--- config.mk ---
export PLATFORM = sky130hd
export DESIGN_NAME = alu_board_sequencer
export DESIGN_NICKNAME = d
export VERILOG_FILES = /design/src/rtl/alu_board_sequencer.sv
export SDC_FILE = /design/constraint.sdc
export NUM_CORES = 1
export LEC_CHECK = 0
export CAP_MARGIN = 20
export CORE_ASPECT_RATIO = 2
export CORE_MARGIN = 2
export CORE_UTILIZATION = 35
export DETAILED_ROUTE_END_ITERATION = 10
export MAX_ROUTING_LAYER = met4
export SLEW_MARGIN = 20
export SYNTH_ARGS = -nofsm -noshare
export SYNTH_HDL_FRONTEND = slang
export SYNTH_SLANG_ARGS = --single-unit
--- constraint.sdc ---
create_clock -name clk -period 2.7 [get_ports clk]
set_input_delay 0.675 -clock clk [delete_from_list [all_inputs] [get_ports clk]]
set_output_delay 0.675 -clock clk [all_outputs]
set_load 0.03 [all_outputs]
--- src/rtl/alu_board_sequencer.sv ---
// Board-level sequencer: loads a function code and operands from slide switches
// one debounced button step at a time, launches the unit under test with a
// go/done handshake, then pages the captured result onto the LED bank.
module alu_board_sequencer #(
    parameter int DATA_W     = 32,
    parameter int SW_W       = 8,
    parameter int LED_W      = 16,
    parameter int NUM_OPS    = 2,
    parameter int FUNC_W     = 4,
    parameter int DEB_CYCLES = 1000000
) (
    input  logic                      clk,
    input  logic                      rst,
    input  logic [SW_W-1:0]           sw,
    input  logic                      step,
    output logic [FUNC_W-1:0]         func,
    output logic [NUM_OPS*DATA_W-1:0] ops,
    output logic                      go,
    input  logic                      done,
    input  logic [DATA_W-1:0]         res,
    output logic [LED_W-1:0]          out
);
    localparam int BPO   = DATA_W / SW_W;
    localparam int NCH   = DATA_W / LED_W;
    localparam int NLOAD = NUM_OPS * BPO;
    localparam int CW    = $clog2(DEB_CYCLES + 1);
    localparam int OIW   = (NUM_OPS > 1) ? $clog2(NUM_OPS) : 1;
    localparam int CIW   = (BPO > 1) ? $clog2(BPO) : 1;
    localparam int PGW   = (NCH > 1) ? $clog2(NCH) : 1;
    localparam int NWW   = $clog2(NLOAD + 3);

    typedef enum logic [2:0] {S_FUNC, S_LOAD, S_WAIT, S_SHOW, S_MARK} state_t;

    // ---------------- step conditioning ----------------
    logic          s1, s2, db, arm, stp;
    logic [CW-1:0] cnt;

    // Synchronise, debounce and edge-detect the button. The synchroniser resets
    // to "pressed" and arm stays low until a low level is seen, so a button held
    // through reset cannot produce a step until it is released.
    always_ff @(posedge clk or negedge rst) begin
        if (!rst) begin
            s1  <= 1'b1;
            s2  <= 1'b1;
            db  <= 1'b0;
            arm <= 1'b0;
            cnt <= '0;
            stp <= 1'b0;
        end else begin
            s1  <= step;
            s2  <= s1;
            stp <= 1'b0;
            if (!s2) arm <= 1'b1;
            if (s2 == db) begin
                cnt <= '0;
            end else if (cnt == CW'(DEB_CYCLES - 1)) begin
                cnt <= '0;
                db  <= s2;
                stp <= s2 & arm;
            end else begin
                cnt <= cnt + 1'b1;
            end
        end
    end

    // ---------------- sequencer ----------------
    state_t             state, state_d;
    logic [OIW-1:0]     op_idx, op_d;
    logic [CIW-1:0]     chunk_idx, ch_d;
    logic [NWW-1:0]     nwr, nwr_d;
    logic [PGW-1:0]     page, page_d;
    logic [DATA_W-1:0]  rreg, rreg_d;
    logic [LED_W-1:0]   out_d;
    logic               func_we, ld_we, go_d;

    // Next-state and next-register values; the LED value is derived from the
    // next state so that out can itself be a plain register.
    always_comb begin
        state_d = state;
        op_d    = op_idx;
        ch_d    = chunk_idx;
        nwr_d   = nwr;
        page_d  = page;
        rreg_d  = rreg;
        func_we = 1'b0;
        ld_we   = 1'b0;
        go_d    = 1'b0;
        out_d   = LED_W'(1);
        case (state)
            S_FUNC: if (stp) begin
                func_we = 1'b1;
                state_d = S_LOAD;
                op_d    = '0;
                ch_d    = CIW'(BPO - 1);
                nwr_d   = '0;
            end
            S_LOAD: if (stp) begin
                ld_we = 1'b1;
                nwr_d = nwr + 1'b1;
                if (chunk_idx == '0) begin
                    ch_d = CIW'(BPO - 1);
                    op_d = op_idx + 1'b1;
                    if (op_idx == OIW'(NUM_OPS - 1)) begin
                        state_d = S_WAIT;
                        go_d    = 1'b1;
                    end
                end else begin
                    ch_d = chunk_idx - 1'b1;
                end
            end
            // A step arriving together with done is simply dropped here.
            S_WAIT: if (done) begin
                rreg_d  = res;
                page_d  = PGW'(NCH - 1);
                state_d = S_SHOW;
            end
            S_SHOW: if (stp) begin
                if (page == '0) state_d = S_MARK;
                else            page_d  = page - 1'b1;
            end
            S_MARK: if (stp) begin
                state_d = S_SHOW;
                page_d  = PGW'(NCH - 1);
            end
            default: state_d = S_FUNC;
        endcase
        case (state_d)
            S_FUNC:  out_d = LED_W'(1);
            S_LOAD:  out_d = LED_W'(nwr_d) + LED_W'(2);
            S_WAIT:  out_d = LED_W'(NLOAD + 2);
            S_SHOW:  out_d = rreg_d[int'(page_d)*LED_W +: LED_W];
            S_MARK:  out_d = '1;
            default: out_d = LED_W'(1);
        endcase
    end

    // State, datapath and registered outputs.
    always_ff @(posedge clk or negedge rst) begin
        if (!rst) begin
            state     <= S_FUNC;
            op_idx    <= '0;
            chunk_idx <= '0;
            nwr       <= '0;
            page      <= '0;
            rreg      <= '0;
            func      <= '0;
            ops       <= '0;
            go        <= 1'b0;
            out       <= LED_W'(1);
        end else begin
            state     <= state_d;
            op_idx    <= op_d;
            chunk_idx <= ch_d;
            nwr       <= nwr_d;
            page      <= page_d;
            rreg      <= rreg_d;
            go        <= go_d;
            out       <= out_d;
            if (func_we) func <= sw[FUNC_W-1:0];
            if (ld_we)   ops[(int'(op_idx)*BPO + int'(chunk_idx))*SW_W +: SW_W] <= sw;
        end
    end
endmodule

==> results.cfg, run 1 <==
[worst_setup_path]
worst-path-buf-inv = 1
critical_path_required_ns = 3.03
cp_slowest_cell = dfrtp_1
crit_path_start_kind = register
cp_top_family = simple AND/OR/NAND/NOR gates
critPathCaptureType = register
path_class = reg -> reg
path_cells = inv_1 -> ha_1 -> ha_1 -> nor2_1 -> and3_1 -> nand3_1 -> o21ai_0
critPathMaxFanout = 16
critPathMaxStageDelay_ns = 0.50
worstPathArrival_ns = 2.80
cpMostUsedCell = ha_1

[clock_network]
cts_buffers = 17
clock_latency_ns = 0.42
postCtsSetupBuffers = 0
cts_tree = done
cts-root-buf = clkbuf_16
cts.sinks = 153
htreeDepth = 4
path_clk_slew_ns = 0.07
clk_path_buf_depth = 2

[final_layout]
fin_cells = 1046
drive_above_1_share_pct = 12.1
fill_cells = 1790
regArea_um2 = 3830
fin_nets = 832
n_antenna_cell = 0
area_growth_pct = 32.6
multi_input_area_um2 = 2590

[power_and_ir_drop]
ir_drop_mv = 0.347
p_per_area_nw_per_um2 = 552
power_uw = 4920
p_leak_uw = 0.00412

[synthesis]
yosysMostFrequentCell = nand2_1
synth-async-reset-ratio_pct = 100
yosys-top-cells-area = dfrtp_1, nand2_1, o21ai_0
ys_types = 61
synth_edf_count = 0
ys_ff_latch = 153
syn_avg_cell_area_um2 = 10.5
synth_top_area_share_pct = 55.9
synth_ff_type = dfrtp_1
synth_top_area_cell = dfrtp_1
synthTopCellsByCount = nand2_1, dfrtp_1, o21ai_0, nor2_1, mux2_2
netlist_area_um2 = 6720
yosys_warnings = 0
ys_seq_area_share_pct = 57.0
synthesis.nets = 696
syn_inst = 642

[placement]
dp.cells = 1014
numPortBuffers = 128
hpwlAfterDp_mm = 12.3
globalplace.congestion = 0.804
dpl_worst_slack_ns = 0.134

[floorplan]
initial_core_util_pct = 35.7
core_um2 = 18800
io_pins = 129
die_w_um = 102
dieArea_um2 = 20400
fp-row-count = 71
die-height_um = 200

[outcome]
status = complete, no violations

[sta]
fin_hold_ws_ns = 0.212
setup_viol = 0
setup_tns_ns = 0
min_period_over_period_pct = 91.5
setup_ws_ns = 0.230
rsz0062_at_grt = false
tightest_slew_ns = 0.692
fin_crit_ns = 2.47
final_max_slew_viol_count = 0
fmax_mhz = 405
hold_viol_final = 0
slew_headroom_pct = 53.9
skew_ns = 0.0100

[global_routing]
antenna_found_initial = 0
grt_max_degree = 58
grt_usage_pct = 17.6
grt_pass1_wl_mm = 26.6
grt_pass1_vias = 5149
grt_overflow = 0

[worst_hold_path]
min_path_type = in -> async

[route]
first_pass_iters = 5
dr.first_iter.drc_count = 147
wirelength_mm = 16.6
via_per_inst = 4.84
vias = 5067
routedWlPerCell_um = 15.9
ant_nets = 0
drc = 0

[run]
max-cap-violations = 0
registers in the layout, indices dropped and copies added (netlist names), 2 cells and up:
| register | cells |
|---|---|
| ops | 64 |
| rreg | 32 |
| cnt | 20 |
| out | 16 |
| func | 4 |
| nwr | 4 |
| state | 3 |
| chunk_idx | 2 |
report_power, final:
group          switching (µW)  internal [µW]
clock                     939           1530
combinational            85.1           66.9
sequential               3.79           2300
cell type report:
class	count	area share (%)
clock buffers	21	5.28
well taps	255	3.58
flip-flops and latches	153	43.0
multi-input cells	437	29.1
clock inverters	11	1.63
inverters	20	0.843
repair buffers	149	16.6
metrics by stage:
| stage | util [%] | cell area [µm²] |
|---|---|---|
| finish | 47.3 | 8910 |
| global route | 47.3 | 8910 |
| CTS | 47.3 | 8900 |
| detailed placement | 44.0 | 8290 |
| global placement | 44.0 | 8290 |
| floorplan | - | 6720 |
cells in the final DEF, fill, tap and decap left out, drive strengths merged, types with 2 or more instances in the layout:
cell	n
bufinv	3
clkinvlp	3
and4b	2
nor2	31
buf	22
a41o	2
mux2i	5
mux2	26
o211ai	3
xnor2	9
clkbuf	21
dfstp	3
o21a	2
a21oi	4
dfrtp	150
nor3b	4
or2	12
nor3	5
nand2b	5
inv	20
nand3	22
and3	14
o21ai	62
xor2	11
clkdlybuf4s50	127
o22ai	2
and4	2
nor2b	2
nand2	153
nand4	6
clkinv	5
ha	10
nand4b	12
a31o	11
and2	2
worst paths after layout:
| path | from | to | slack (ns) | cells after the start |
|---|---|---|---|---|
| setup / recovery | chunk_idx[0] | ops[56] | 0.23 | 7 |
| hold / removal | rst | ops[28] | 0.21 | 1 |
| setup reg to reg | chunk_idx[0] | ops[56] | 0.23 | 7 |
| hold reg to reg | s1 | s2 | 0.35 | 0 |
| max in group asynchronous | rst | rreg[10] | 1.78 | 2 |
| min in group clk | s1 | s2 | 0.35 | 0 |
what timing repair did:
item	4_1_cts	5_1_grt
hold endpoints to repair	0	0
hold buffers	0	0
gates resized for setup	0	1
setup endpoints to repair	0	8
layer usage:
| layer | track usage, % | wire length [µm] | up-vias |
|---|---|---|---|
| li1 | - | - | 2452 |
| met3 | 3.45 | 603 | 24 |
| met4 | 7.56 | 463 | 0 |
| met5 | - | 0 | - |
| met2 | 31.7 | 9210 | 141 |
| met1 | 18.3 | 6350 | 2450 |
logic make-up after synthesis:
kind of cell | Yosys count | synth area share (%)
flops | 153 | 57.0
compound gates | 98 | 8.85
xor+xnor | 20 | 2.61
simple gates | 278 | 19.9
mux | 31 | 5.27
buf+inv | 52 | 4.51
fa+ha+maj | 10 | 1.86
Power figures use the tool's default switching activity.
==> run 2, diff against run 1 <==
--- a/config.mk
+++ b/config.mk
@@ -10,5 +10,6 @@
 export CORE_MARGIN = 2
-export CORE_UTILIZATION = 35
+export CORE_UTILIZATION = 45
 export DETAILED_ROUTE_END_ITERATION = 10
 export MAX_ROUTING_LAYER = met4
+export PLACE_DENSITY = 0.71
 export SLEW_MARGIN = 20
@@ -17 +18,2 @@
 export SYNTH_SLANG_ARGS = --single-unit
+export TNS_END_PERCENT = 10
==> constraint.sdc (replaced) <==
create_clock -name clk -period 2.7 [get_ports clk]
set_input_delay 0.54 -clock clk [delete_from_list [all_inputs] [get_ports clk]]
set_output_delay 0.54 -clock clk [all_outputs]
set_load 0.03 [all_outputs]
==> run 2 against run 1 <==
  * Die area is 22% lower
  * Critical endpoint is now ops[1]
  * First-iteration DRC count grew 86%
  * Largest cell class unchanged
  * Via count grew 1.9%
==> results.cfg, run 2 (synthesis results as in run 1) <==
[route]
wirelength_mm = 16.1
routedWlPerCell_um = 16.3
vias = 5161
ant_nets = 0
drc = 0
first_pass_iters = 4
dr.first_iter.drc_count = 273
via_per_inst = 5.23

[outcome]
status = complete, no violations

[worst_setup_path]
critPathMaxStageDelay_ns = 0.59
reg2reg_depth = 6
critPathCaptureType = register
path_class = reg -> reg
critical_path_required_ns = 3.00
cp_slowest_cell = nor4b_4
crit_path_start_kind = register
cpMostUsedCell = ha_1
path_cells = inv_1 -> ha_1 -> ha_1 -> nand4b_1 -> nor4b_4 -> mux2_2
critPathMaxFanout = 8
worstPathArrival_ns = 2.72

[clock_network]
clk_path_buf_depth = 2
cts-root-buf = clkbuf_16
clock_latency_ns = 0.43
postCtsSetupBuffers = 0
cts_tree = done
hold_buffers = 0
path_clk_slew_ns = 0.07
cts_resized = 0
cts.sinks = 153
cts_buffers = 17
htreeDepth = 4

[global_routing]
grt_usage_pct = 21.4
grt_overflow = 0
grt_max_degree = 77
antenna_found_initial = 0
grt_pass1_wl_mm = 26.4
grt_pass1_vias = 5416

[final_layout]
mostFrequentLayoutCell = nand2_1
fin_nets = 832
regMostFlops = ops
largest_register_ffs = 64
drive_above_1_share_pct = 12.0
final_cell_mix = nand2_1, dfrtp_1, clkdlybuf4s50_1, o21ai_0, nor2_1
n_antenna_cell = 0
area_growth_pct = 30.6
reg_top3 = ops (64), rreg (32), cnt (20)

[sta]
min_period_over_period_pct = 89.7
skew_ns = 0.0128
rsz0062_at_grt = false
setup_tns_ns = 0
fin_crit_ns = 2.42
final_max_slew_viol_count = 0
hold_viol_final = 0
fmax_mhz = 413
tightest_slew_ns = 0.731
slew_headroom_pct = 51.3
setup_ws_ns = 0.279
setup_viol = 0

[floorplan]
core_um2 = 14700
dieArea_um2 = 16000
die-height_um = 177
initial_core_util_pct = 45.6
fp-row-count = 63
io_pins = 129
die_w_um = 90.4

[worst_hold_path]
min_path_type = in -> async

[placement]
numPortBuffers = 128
globalplace.congestion = 0.857
hpwlAfterDp_mm = 11.8
dpl_worst_slack_ns = 0.302

[run]
max-cap-violations = 0

[power_and_ir_drop]
p_leak_uw = 0.00410
p_per_area_nw_per_um2 = 543
ir_drop_mv = 0.427
## run 2: changes by cell type in the layout (fill, tap and decap cells not counted), moves of 2 or more
cell / before / now
bufinv_16: 3 / 1
inv_6: 0 / 5
clkbuf_8: 3 / 1
clkinv_2: 3 / 0
## run 2: report_power, final
part	internal, µW	total, µW	switching [µW]
combinational	68.3	148	79.9
sequential	2300	2300	3.57
clock	1320	2310	995
## run 2: final cells by class
type / count / area, µm²
Clock buffer: 19 / 443
Clock inverter: 13 / 134
Fill cell: 1277 / 5960
Inverter: 20 / 75.1
Multi-Input combinational cell: 437 / 2580
Sequential cell: 153 / 3830
Tap cell: 195 / 244
Timing Repair Buffer: 149 / 1470
## run 2: critical path, delay by kind of cell, from the launching register on
family | cells | cell delay [ns]
buffers and inverters | 1 | 0.19
multiplexers | 1 | 0.40
AND/OR/NAND/NOR | 2 | 0.76
flip-flops | 1 | 0.38
adder cells (fa/ha/maj) | 2 | 0.58
## run 2: per-layer routing
metal	vias up	part of all wire [%]	track usage, %
li1	2446	-	-
met2	151	57	39.4
met1	2539	38	22.2
met5	-	0	-
met3	25	3.5	3.88
met4	0	2.1	9.17
## run 2: final timing paths
| path | end | slack [ns] | from |
|---|---|---|---|
| min in group clk | s2 | 0.36 | s1 |
| setup / recovery | ops[1] | 0.28 | chunk_idx[0] |
| max in group asynchronous | ops[29] | 1.86 | rst |
| hold reg to reg | s2 | 0.36 | s1 |
| hold / removal | rreg[15] | 0.13 | rst |
| setup reg to reg | ops[1] | 0.28 | chunk_idx[0] |
## run 2: stage by stage
| step | util (%) | cell area, µm² | hold WS (ns) | cells | total power (µW) |
|---|---|---|---|---|---|
| 6_report | 59.5 | 8780 | 0.125 | 986 | 4760 |
| 5_1_grt | 59.5 | 8780 | 0.185 | 986 | 4920 |
| 4_1_cts | 59.5 | 8780 | 0.172 | 986 | 4810 |
| 3_5_place_dp | 55.6 | 8200 | 0.348 | 954 | 2500 |
| 3_3_place_gp | 55.6 | 8200 | 0.349 | 954 | 2490 |
| 2_1_floorplan | - | 6720 | 0.244 | 642 | 2360 |
==> run 3, diff against run 2 <==
Settings changed: CORE_UTILIZATION 45 to 52, PLACE_DENSITY 0.71 to 0.8, TNS_END_PERCENT 10 to 20.
==> run 3 against run 2 <==
  * Wire length increased by 2.2%
  * Total power increased by 2.8%
  * Flip-flop and latch count unchanged
  * Clock-buffer cell count increased by 3
  * Die area decreased by 13%
  * Worst hold slack got worse by 0.045 ns
  * Global-route usage increased by 3.9 points
  * Critical endpoint is now ops[55]
  * Largest cell class unchanged
  * Highest routed layer unchanged
==> results.cfg, run 3 (synthesis results as in run 1) <==
[worst_setup_path]
path_class = reg -> reg
cp_top_family = simple AND/OR/NAND/NOR gates
worst-path-buf-inv = 1
worstPathArrival_ns = 2.76
critPathMaxFanout = 16
crit_path_start_kind = register
cpMostUsedCell = ha_1
critPathCaptureType = register
cp_slowest_cell = dfrtp_1
critPathMaxStageDelay_ns = 0.52
critical_path_required_ns = 2.96
path_cells = inv_2 -> ha_1 -> ha_1 -> nor2_1 -> nand3_1 -> nand2_1 -> o21ai_0

[floorplan]
fp-row-count = 58
core_um2 = 12600
die-height_um = 165
initial_core_util_pct = 53.2
die_w_um = 84.4
io_pins = 129
dieArea_um2 = 13900

[clock_network]
htreeDepth = 4
postCtsSetupBuffers = 0
cts-root-buf = clkbuf_16
hold_buffers = 0
cts_buffers = 17
clk_path_buf_depth = 2
cts.sinks = 153
cts_resized = 0
clock_latency_ns = 0.42
path_clk_slew_ns = 0.06
cts_tree = done

[placement]
hpwlAfterDp_mm = 11.6
globalplace.congestion = 0.868
numPortBuffers = 128
dp.cells = 907

[final_layout]
fin_cells = 940
regMostFlops = ops
largest_register_ffs = 64
reg_top3 = ops (64), rreg (32), cnt (20)
drive_above_1_share_pct = 12.2
mostFrequentLayoutCell = nand2_1
area_growth_pct = 30.4
fin_nets = 830
final_cell_mix = nand2_1, dfrtp_1, clkdlybuf4s50_1, o21ai_0, nor2_1

[global_routing]
grt_pass1_vias = 5513
antenna_found_initial = 0
grt_usage_pct = 25.4
grt_overflow = 0
grt_pass1_wl_mm = 27.0
grt_max_degree = 59

[route]
wirelength_mm = 16.4
drc = 0
routedWlPerCell_um = 17.5
ant_nets = 0
via_per_inst = 5.62
vias = 5284
first_pass_iters = 5
dr.first_iter.drc_count = 302

[run]
max-cap-violations = 0

[sta]
fin_crit_ns = 2.50
setup_viol = 0
skew_ns = 0.00764
slew_headroom_pct = 51.9
fmax_mhz = 400
min_period_over_period_pct = 92.6
hold_viol_final = 0
final_max_slew_viol_count = 0
setup_tns_ns = 0
rsz0062_at_grt = false
tightest_slew_ns = 0.722

[outcome]
status = complete, no violations

[power_and_ir_drop]
p_per_area_nw_per_um2 = 559
p_leak_uw = 0.00411
ir_drop_mv = 0.488

[worst_hold_path]
min_path_type = in -> async
==> run 3: layout make-up <==
| class | count | area [µm²] |
|---|---|---|
| Timing Repair Buffer | 147 | 1450 |
| Fill cell | 964 | 3870 |
| Tap cell | 150 | 188 |
| Clock buffer | 22 | 474 |
| Inverter | 20 | 75.1 |
| Multi-Input combinational cell | 437 | 2600 |
| Clock inverter | 10 | 140 |
| Sequential cell | 153 | 3830 |
| Antenna cell | 1 | 2.50 |
==> run 3: per-layer routing <==
metal	vias up	share of wire [%]	GRT usage [%]
met4	0	2.9	10.6
met2	166	57	46.8
met3	38	3.4	4.50
met5	-	0	-
li1	2446	-	-
met1	2634	36	26.3
==> run 3: metrics by stage <==
stage                     instance area [µm²]  setup slack [ns]  util, %  power, µW  hold slack (ns)
final                                    8760             0.199     69.4       4900           0.0805
after global routing                     8760           0.00989     69.3       5040            0.115
after CTS                                8740            0.0833     69.2       4940           0.0966
after detailed placement                 8130            0.0740     64.4       2490            0.354
after global placement                   8130             0.227     64.4       2490            0.351
after floorplan                          6720             0.500        -       2360            0.244
==> run 3: final timing paths <==
path	slack (ns)	cells after the start	from	end
max in group asynchronous	1.84	2	rst	out[0]
setup / recovery	0.20	7	chunk_idx[0]	ops[55]
hold / removal	0.08	1	rst	rreg[15]
setup reg to reg	0.20	7	chunk_idx[0]	ops[55]
min in group clk	0.36	0	s1	s2
hold reg to reg	0.36	0	s1	s2
==> run 3: power by group <==
group	leakage [µW]	switching (µW)	internal, µW
Combinational	0.00201	81.8	65.6
Sequential	0.00181	3.82	2300
Clock	0.000293	916	1530
Total	0.00411	1000	3900
==> run 3: worst register-to-register path: stages, from the launching register on <==
cell and delay [ns]:
dfrtp_1 0.52, inv_2 0.14, ha_1 0.28, ha_1 0.40
nor2_1 0.23, nand3_1 0.43, nand2_1 0.23, o21ai_0 0.12
